### src/rtl/vga_pkg.sv
// rtl/vga_pkg.sv - 640x480@60 VGA timing constants and shared coordinate type
package vga_pkg;

    localparam int H_VISIBLE = 640;
    localparam int H_FRONT   = 16;
    localparam int H_SYNC    = 96;
    localparam int H_BACK    = 48;
    localparam int V_VISIBLE = 480;
    localparam int V_FRONT   = 10;
    localparam int V_SYNC    = 2;
    localparam int V_BACK    = 33;

    localparam int H_TOTAL = H_VISIBLE + H_FRONT + H_SYNC + H_BACK;
    localparam int V_TOTAL = V_VISIBLE + V_FRONT + V_SYNC + V_BACK;

    // Raster coordinate as seen by every renderer
    typedef logic [9:0] coord_t;

endpackage

### src/rtl/wrap_counter.sv
// rtl/wrap_counter.sv - modulo-N counter with enable, wrap flag and next-state output
module wrap_counter
    import vga_pkg::coord_t;
#(
    parameter int MODULUS = 800
) (
    input  logic       clk,
    input  logic       rst_n,
    input  logic       en,
    output logic [9:0] count,
    output logic [9:0] count_next,
    output logic       wrap
);

    localparam coord_t LAST = coord_t'(MODULUS - 1);

    coord_t count_q;
    coord_t count_d;

    // Next count; wrap is asserted in the enabled cycle that returns the count to zero
    always_comb begin
        wrap    = en && (count_q == LAST);
        count_d = count_q;
        if (en) begin
            count_d = wrap ? '0 : count_q + 10'd1;
        end
    end

    // Counter state
    always_ff @(posedge clk or negedge rst_n) begin
        if (!rst_n) begin
            count_q <= '0;
        end else begin
            count_q <= count_d;
        end
    end

    // The next-state value lets the parent register decodes aligned with the count
    assign count      = count_q;
    assign count_next = count_d;

endmodule

### src/rtl/vga_timing_gen.sv
// rtl/vga_timing_gen.sv - VGA raster timing generator with sync, blank and frame strobes
module vga_timing_gen
    import vga_pkg::coord_t;
#(
    parameter int H_VISIBLE = vga_pkg::H_VISIBLE,
    parameter int H_FRONT   = vga_pkg::H_FRONT,
    parameter int H_SYNC    = vga_pkg::H_SYNC,
    parameter int H_BACK    = vga_pkg::H_BACK,
    parameter int V_VISIBLE = vga_pkg::V_VISIBLE,
    parameter int V_FRONT   = vga_pkg::V_FRONT,
    parameter int V_SYNC    = vga_pkg::V_SYNC,
    parameter int V_BACK    = vga_pkg::V_BACK
) (
    input  logic        vga_clk,
    input  logic        reset_n,
    output logic [9:0]  DrawX,
    output logic [9:0]  DrawY,
    output logic        blank,
    output logic        hs,
    output logic        vs,
    output logic        frame_start,
    output logic        vblank_start,
    output logic [15:0] frame_count
);

    localparam int H_TOTAL = H_VISIBLE + H_FRONT + H_SYNC + H_BACK;
    localparam int V_TOTAL = V_VISIBLE + V_FRONT + V_SYNC + V_BACK;

    // Decode bounds are one bit wider than a coordinate so a window ending at 1024 still compares correctly
    localparam logic [10:0] H_VIS_E    = 11'(H_VISIBLE);
    localparam logic [10:0] HS_START_E = 11'(H_VISIBLE + H_FRONT);
    localparam logic [10:0] HS_END_E   = 11'(H_VISIBLE + H_FRONT + H_SYNC);
    localparam logic [10:0] V_VIS_E    = 11'(V_VISIBLE);
    localparam logic [10:0] VS_START_E = 11'(V_VISIBLE + V_FRONT);
    localparam logic [10:0] VS_END_E   = 11'(V_VISIBLE + V_FRONT + V_SYNC);

    generate
        if (H_TOTAL > 1024 || V_TOTAL > 1024) begin : g_total_check
            $error("vga_timing_gen: H_TOTAL and V_TOTAL must not exceed 1024");
        end
    endgenerate

    coord_t h_count;
    coord_t h_next;
    logic   h_wrap;
    coord_t v_count;
    coord_t v_next;
    logic   v_wrap;

    wrap_counter #(.MODULUS(H_TOTAL)) u_h_counter (
        .clk        (vga_clk),
        .rst_n      (reset_n),
        .en         (1'b1),
        .count      (h_count),
        .count_next (h_next),
        .wrap       (h_wrap)
    );

    wrap_counter #(.MODULUS(V_TOTAL)) u_v_counter (
        .clk        (vga_clk),
        .rst_n      (reset_n),
        .en         (h_wrap),
        .count      (v_count),
        .count_next (v_next),
        .wrap       (v_wrap)
    );

    logic        blank_d,        blank_q;
    logic        hs_d,           hs_q;
    logic        vs_d,           vs_q;
    logic        frame_start_d,  frame_start_q;
    logic        vblank_start_d, vblank_start_q;
    logic [15:0] frame_count_d,  frame_count_q;

    logic [10:0] h_next_e;
    logic [10:0] v_next_e;

    // Decode on the next counter values so every registered output describes the pixel DrawX/DrawY will show
    always_comb begin
        h_next_e       = {1'b0, h_next};
        v_next_e       = {1'b0, v_next};
        blank_d        = (h_next_e < H_VIS_E) && (v_next_e < V_VIS_E);
        hs_d           = !((h_next_e >= HS_START_E) && (h_next_e < HS_END_E));
        vs_d           = !((v_next_e >= VS_START_E) && (v_next_e < VS_END_E));
        frame_start_d  = h_wrap && v_wrap;
        vblank_start_d = h_wrap && (v_next_e == V_VIS_E);
        frame_count_d  = frame_start_d ? frame_count_q + 16'd1 : frame_count_q;
    end

    // Output registers; reset pixel (0,0) is visible, syncs idle high
    always_ff @(posedge vga_clk or negedge reset_n) begin
        if (!reset_n) begin
            blank_q        <= 1'b1;
            hs_q           <= 1'b1;
            vs_q           <= 1'b1;
            frame_start_q  <= 1'b0;
            vblank_start_q <= 1'b0;
            frame_count_q  <= '0;
        end else begin
            blank_q        <= blank_d;
            hs_q           <= hs_d;
            vs_q           <= vs_d;
            frame_start_q  <= frame_start_d;
            vblank_start_q <= vblank_start_d;
            frame_count_q  <= frame_count_d;
        end
    end

    assign DrawX        = h_count;
    assign DrawY        = v_count;
    assign blank        = blank_q;
    assign hs           = hs_q;
    assign vs           = vs_q;
    assign frame_start  = frame_start_q;
    assign vblank_start = vblank_start_q;
    assign frame_count  = frame_count_q;

endmodule

### config.mk
export PLATFORM = sky130hd
export DESIGN_NAME = vga_timing_gen
export DESIGN_NICKNAME = d
export VERILOG_FILES = /design/src/rtl/vga_pkg.sv /design/src/rtl/wrap_counter.sv /design/src/rtl/vga_timing_gen.sv
export SDC_FILE = /design/constraint.sdc
export NUM_CORES = 1
export LEC_CHECK = 0
export CAP_MARGIN = 20
export CORE_UTILIZATION = 37
export CTS_BUF_LIST = sky130_fd_sc_hd__clkbuf_16
export DETAILED_ROUTE_END_ITERATION = 16
export PLACE_DENSITY = 0.61
export SETUP_SLACK_MARGIN = 0.02
export SLEW_MARGIN = 10
export SYNTH_ARGS = -nofsm -noshare
export SYNTH_HDL_FRONTEND = slang
export SYNTH_HIERARCHICAL = 1
export SYNTH_SLANG_ARGS = --single-unit
export TNS_END_PERCENT = 100
### constraint.sdc
create_clock -name vga_clk -period 5.3 [get_ports vga_clk]
set_input_delay 1.06 -clock vga_clk [delete_from_list [all_inputs] [get_ports vga_clk]]
set_output_delay 1.06 -clock vga_clk [all_outputs]
set_load 0.03 [all_outputs]
Word level (Yosys, flattened, before mapping)
Index checks and enable logic that the tools add are counted.
{ "word_totals": {"regBits": 41, "inputBits": 2, "out_inout_bits": 41} }
{ "classes": {"add_sub_neg": 3, "order_cmp": 6, "n_eq_ne": 3, "muxes": 3, "n_reduce_logical": 8} }
{ "op_table": {"columns": ["cell", "n"], "rows": [
  ["$mux W10", 3],
  ["$add A10 B1 Y10 const B", 2],
  ["$eq A10 B10 Y1 const B", 2],
  ["$lt A10 B10 Y1 const B", 2],
  ["$lt A10 B9 Y1 const B", 2],
  ["$add A16 B1 Y16 const B", 1],
  ["$eq A10 B9 Y1 const B", 1],
  ["$ge A10 B10 Y1 const B", 1],
  ["$ge A10 B9 Y1 const B", 1],
  ["$logic_and A1 B1 Y1", 6],
  ["$logic_not A1 Y1", 2]
]} }

Depth between registers and ports, before layout
{ "depth": {"depth_word": 7, "depth_mapped": 10} }

Modules after synthesis
Netlist, hierarchy kept.
{ "modules_own_cells": {"columns": ["module", "n_inst", "cells_per_inst", "area_each_um2", "seq_area_each_um2"], "rows": [
  ["vga_timing_gen", 1, 76, 892.1, 529.3],
  ["wrap_counter (u_h_counter)", 1, 54, 519.2, 250.2],
  ["wrap_counter (u_v_counter)", 1, 47, 514.2, 250.2]
]} }

Least setup slack after synthesis
OpenSTA, ideal clock, no wires.
{ "synth_timing": {"kind": "register to register", "from": "reg u_h_counter.count_q[1] (netlist: u_h_counter/count[1])", "to": "reg frame_count_q[15] (netlist: frame_count[15])", "t_arrival_ns": 2.890, "required_time_ns": 5.167, "path_slack_ns": 2.278, "path_stages_with_launch": 10, "n_path_buf": 0, "path_cell_list": "dfrtp_1 ha_1 nand4_1 nor3_2 nand3_1 and2b_2 nand4_2 nor3_2 nand4_1 xnor2_1"} }
{ "synth_via": {"elab_chain_cells": 3} }
{ "synth_rtl": {"columns": ["element", "line_no", "text"], "rows": [
  ["from (decl)", "wrap_counter.sv:17", "coord_t count_q;"],
  ["from (signal assigned)", "wrap_counter.sv:34", "count_q <= count_d;"],
  ["$eq A10 B10 Y1", "wrap_counter.sv:22", "wrap = en && (count_q == LAST);"],
  ["named net h_wrap", "vga_timing_gen.sv:45", "logic h_wrap;"],
  ["$logic_and A1 B1 Y1", "wrap_counter.sv:22", null],
  ["named net v_wrap", "vga_timing_gen.sv:48", "logic v_wrap;"],
  ["$logic_and A1 B1 Y1", "vga_timing_gen.sv:85", "frame_start_d = h_wrap && v_wrap;"],
  ["to (signal assigned)", "vga_timing_gen.sv:105", "frame_count_q <= frame_count_d;"],
  ["to (decl)", "vga_timing_gen.sv:73", "logic [15:0] frame_count_d, frame_count_q;"]
]} }
The timed path passes the listed nets, and every way through them passes these cells.
A chain may end at the register's enable or synchronous reset.

Worst setup path in the final report
Same ends and word-level chain as after synthesis.

==> results.toml <==
[layout]
final_common_cell = "clkdlybuf4s50_1"
fin_util_pct = 53.6
layout-drive-gt1-share_pct = 9.83
area_growth_pct = 35.8
layout.nets = 239
final_cell_mix = "clkdlybuf4s50_1, dfrtp_1, nand2_1"
fin_area_um2 = 2620
n_antenna_cell = 0

[setup_path]
worst_path_largest_cell_delay_ps = 740
critical_path_class = "reg -> reg"
worstPathRequired_ps = 5470
crit_arrival_ps = 3420
worstPathMaxFanout = 14
start_kind = "flop"
cp-end-kind = "flop"
critical_path.cell_chain = "ha_1, nand4_1, nor3_2, nand3_1, and2b_2, nand4_2, nor3_2, nand4_1, xnor2_1"
cp_top_family = "simple AND/OR/NAND/NOR gates"
slowest_stage = "nor3_2"
rrSetupSlack_ps = 2050
crit_buf_inv = 0

[sta]
slew_violations = 0
final.period_utilization_pct = 61.4
finalHoldViolCount = 0
setup_violations = 0
tightest_slew_ps = 874
rsz0062_at_grt = "false"
fin_crit_ps = 3250
maxSlewHeadroom_pct = 41.7
final.setup.tns_ps = 0
fmax_mhz = 307
hold_ws_ps = 478
skew_ps = 5.35

[logic_synthesis]
synth_warnings = 6
syn-instance-count = 177
synthArstFlopShare_pct = 100
ys_seq_area_share_pct = 53.5
synth-edff-count = 0
ys_ff_latch = 41
yosysTopAreaCell = "dfrtp_1"
synth_ff_type = "dfrtp_1"
syn_area_um2 = 1930
synth_top_area_share_pct = 49.4
yosys-top-cells-area = "dfrtp_1, xnor2_1, xor2_1, dfstp_2, nand2_1"
synth_area_per_cell_um2 = 10.9
synth.distinct_cells = 39

[global_route]
track_usage_pct = 16.4
grt_overflow = 0
grt_pass1_wl_mm = 6.69
grt_pass1_vias = 1361
grt_max_degree = 42
antenna_found_initial = 0

[pwr]
powerDensity_nw_per_um2 = 392
ir_worst_vdd_uv = 206
p_leak_nw = 1.20

[floorplan]
ios = 43
die_area_um2 = 5500
rows = 25
initial_core_util_pct = 39.5
core_um2 = 4880
dieWidth_um = 74.1
fp.dieH_um = 74.1

[clock_tree]
postCtsSetupBuffers = 0
clock-sinks = 41
cts-root-buf = "clkbuf_16"
cts_resized = 0
cts_made_buffers = 5
cts_hold_buf = 0
clockBufferDepth = 2
cts_tree = "done"
htreeDepth = 2
clock_latency_ps = 280
cts.clk_slew.worst_paths_ps = 60

[placement]
portBuffers = 42
placed_cell_area_um2 = 2450
hpwl_mm = 2.92
globalplace.congestion = 0.868

[routing]
drt_iter0_drc = 117
dr.pass1.iters = 4
wl_per_cell_um = 13.3
antenna_left = 0
via_per_inst = 4.82
vias = 1450
finalWirelength_mm = 4.01
post-route-drc-count = 0

[run]
max-cap-violations = 0

[min_path]
hold_class = "reg -> reg"

[run_status]
status = "complete, no violations"
## worst paths after layout
| check | end | cells after the start | start |
|---|---|---|---|
| hold reg to reg | frame_count[15]$_DFFE_PN0P_ | 1 | frame_count[15]$_DFFE_PN0P_ |
| max in group asynchronous | u_h_counter/count[7]$_DFF_PN0_ | 1 | reset_n |
| setup / recovery | frame_count[15]$_DFFE_PN0P_ | 9 | u_h_counter/count[1]$_DFF_PN0_ |
| hold / removal | frame_count[15]$_DFFE_PN0P_ | 1 | frame_count[15]$_DFFE_PN0P_ |
| setup reg to reg | frame_count[15]$_DFFE_PN0P_ | 9 | u_h_counter/count[1]$_DFF_PN0_ |
| min in group asynchronous | frame_count[0]$_DFFE_PN0P_ | 1 | reset_n |
## cell families (layout without fill, tap and decap cells)
group	after synthesis	count (layout)	synth area share (%)
and+or+nand+nor	80	80	24.2
DFF	41	41	53.5
xor gates and xnor gates	24	24	10.9
AOI/OAI and AO/OA	17	17	5.98
buffers and inverters	8	58	1.56
adders and majority gates	4	4	2.60
muxes	2	2	1.10
other	1	8	0.195
## layout make-up
cell class | instances | area [um^2]
Clock inverter | 3 | 38.8
Timing Repair Buffer | 42 | 415
Sequential cell | 41 | 1030
Multi-Input combinational cell | 135 | 892
Clock buffer | 5 | 125
Tap cell | 67 | 83.8
Fill cell | 477 | 2260
Inverter | 8 | 30.0
## Yosys cell counts, types with 2 or more instances
cell and count:
nand2b_1 3, xnor2_1 12, inv_1 8, nor3_2 3, nor2_1 11, o21ai_0 5, o311ai_1 2, nand2_1 20
a21oi_1 2, nand4bb_1 2, ha_1 4, xor2_1 12, nand3_1 11, nor3_1 5, nand4_1 6, dfstp_2 3
and4_1 3, a21o_1 2, nor4_1 2, or3_1 2, dfrtp_1 38, and3_1 3, nand3_2 2
## routing by layer
metal / GRT usage, % / vias to the layer above / wire [um]
met5: 0 / - / 0
met4: 7.69 / 0 / 55
met3: 4.07 / 4 / 151
met2: 21.8 / 34 / 1750
met1: 24.7 / 685 / 2060
li1: - / 727 / -
## flip-flops by register name, summed over array words and instances (netlist names)
name	count
blank	1
u_v_counter/count	10
frame_start	1
u_h_counter/count	10
vs	1
vblank_start	1
hs	1
frame_count	16
## where the power goes
part           internal, W  switching [W]  leakage (nW)  total, W
logic             0.000112       0.000173         0.578  0.000285
registers         0.000353      0.0000566         0.539  0.000410
clock network     0.000219       0.000112        0.0850  0.000332
## metrics by stage
stage	setup WS [ps]	instances	total power, W
6_report	2050	301	0.00103
3_3_place_gp	2110	293	0.000702
5_1_grt	1670	301	0.00109
4_1_cts	2010	301	0.00104
2_1_floorplan	2280	184	0.000578
3_5_place_dp	2020	293	0.000701
## worst register-to-register path, stage by stage (launching register included)
cell     delay [ps]
dfrtp_1         400
ha_1            200
nand4_1         260
nor3_2          740
nand3_1         270
and2b_2         360
nand4_2         160
nor3_2          430
nand4_1         170
xnor2_1         150
Power figures use the tool's default switching activity.
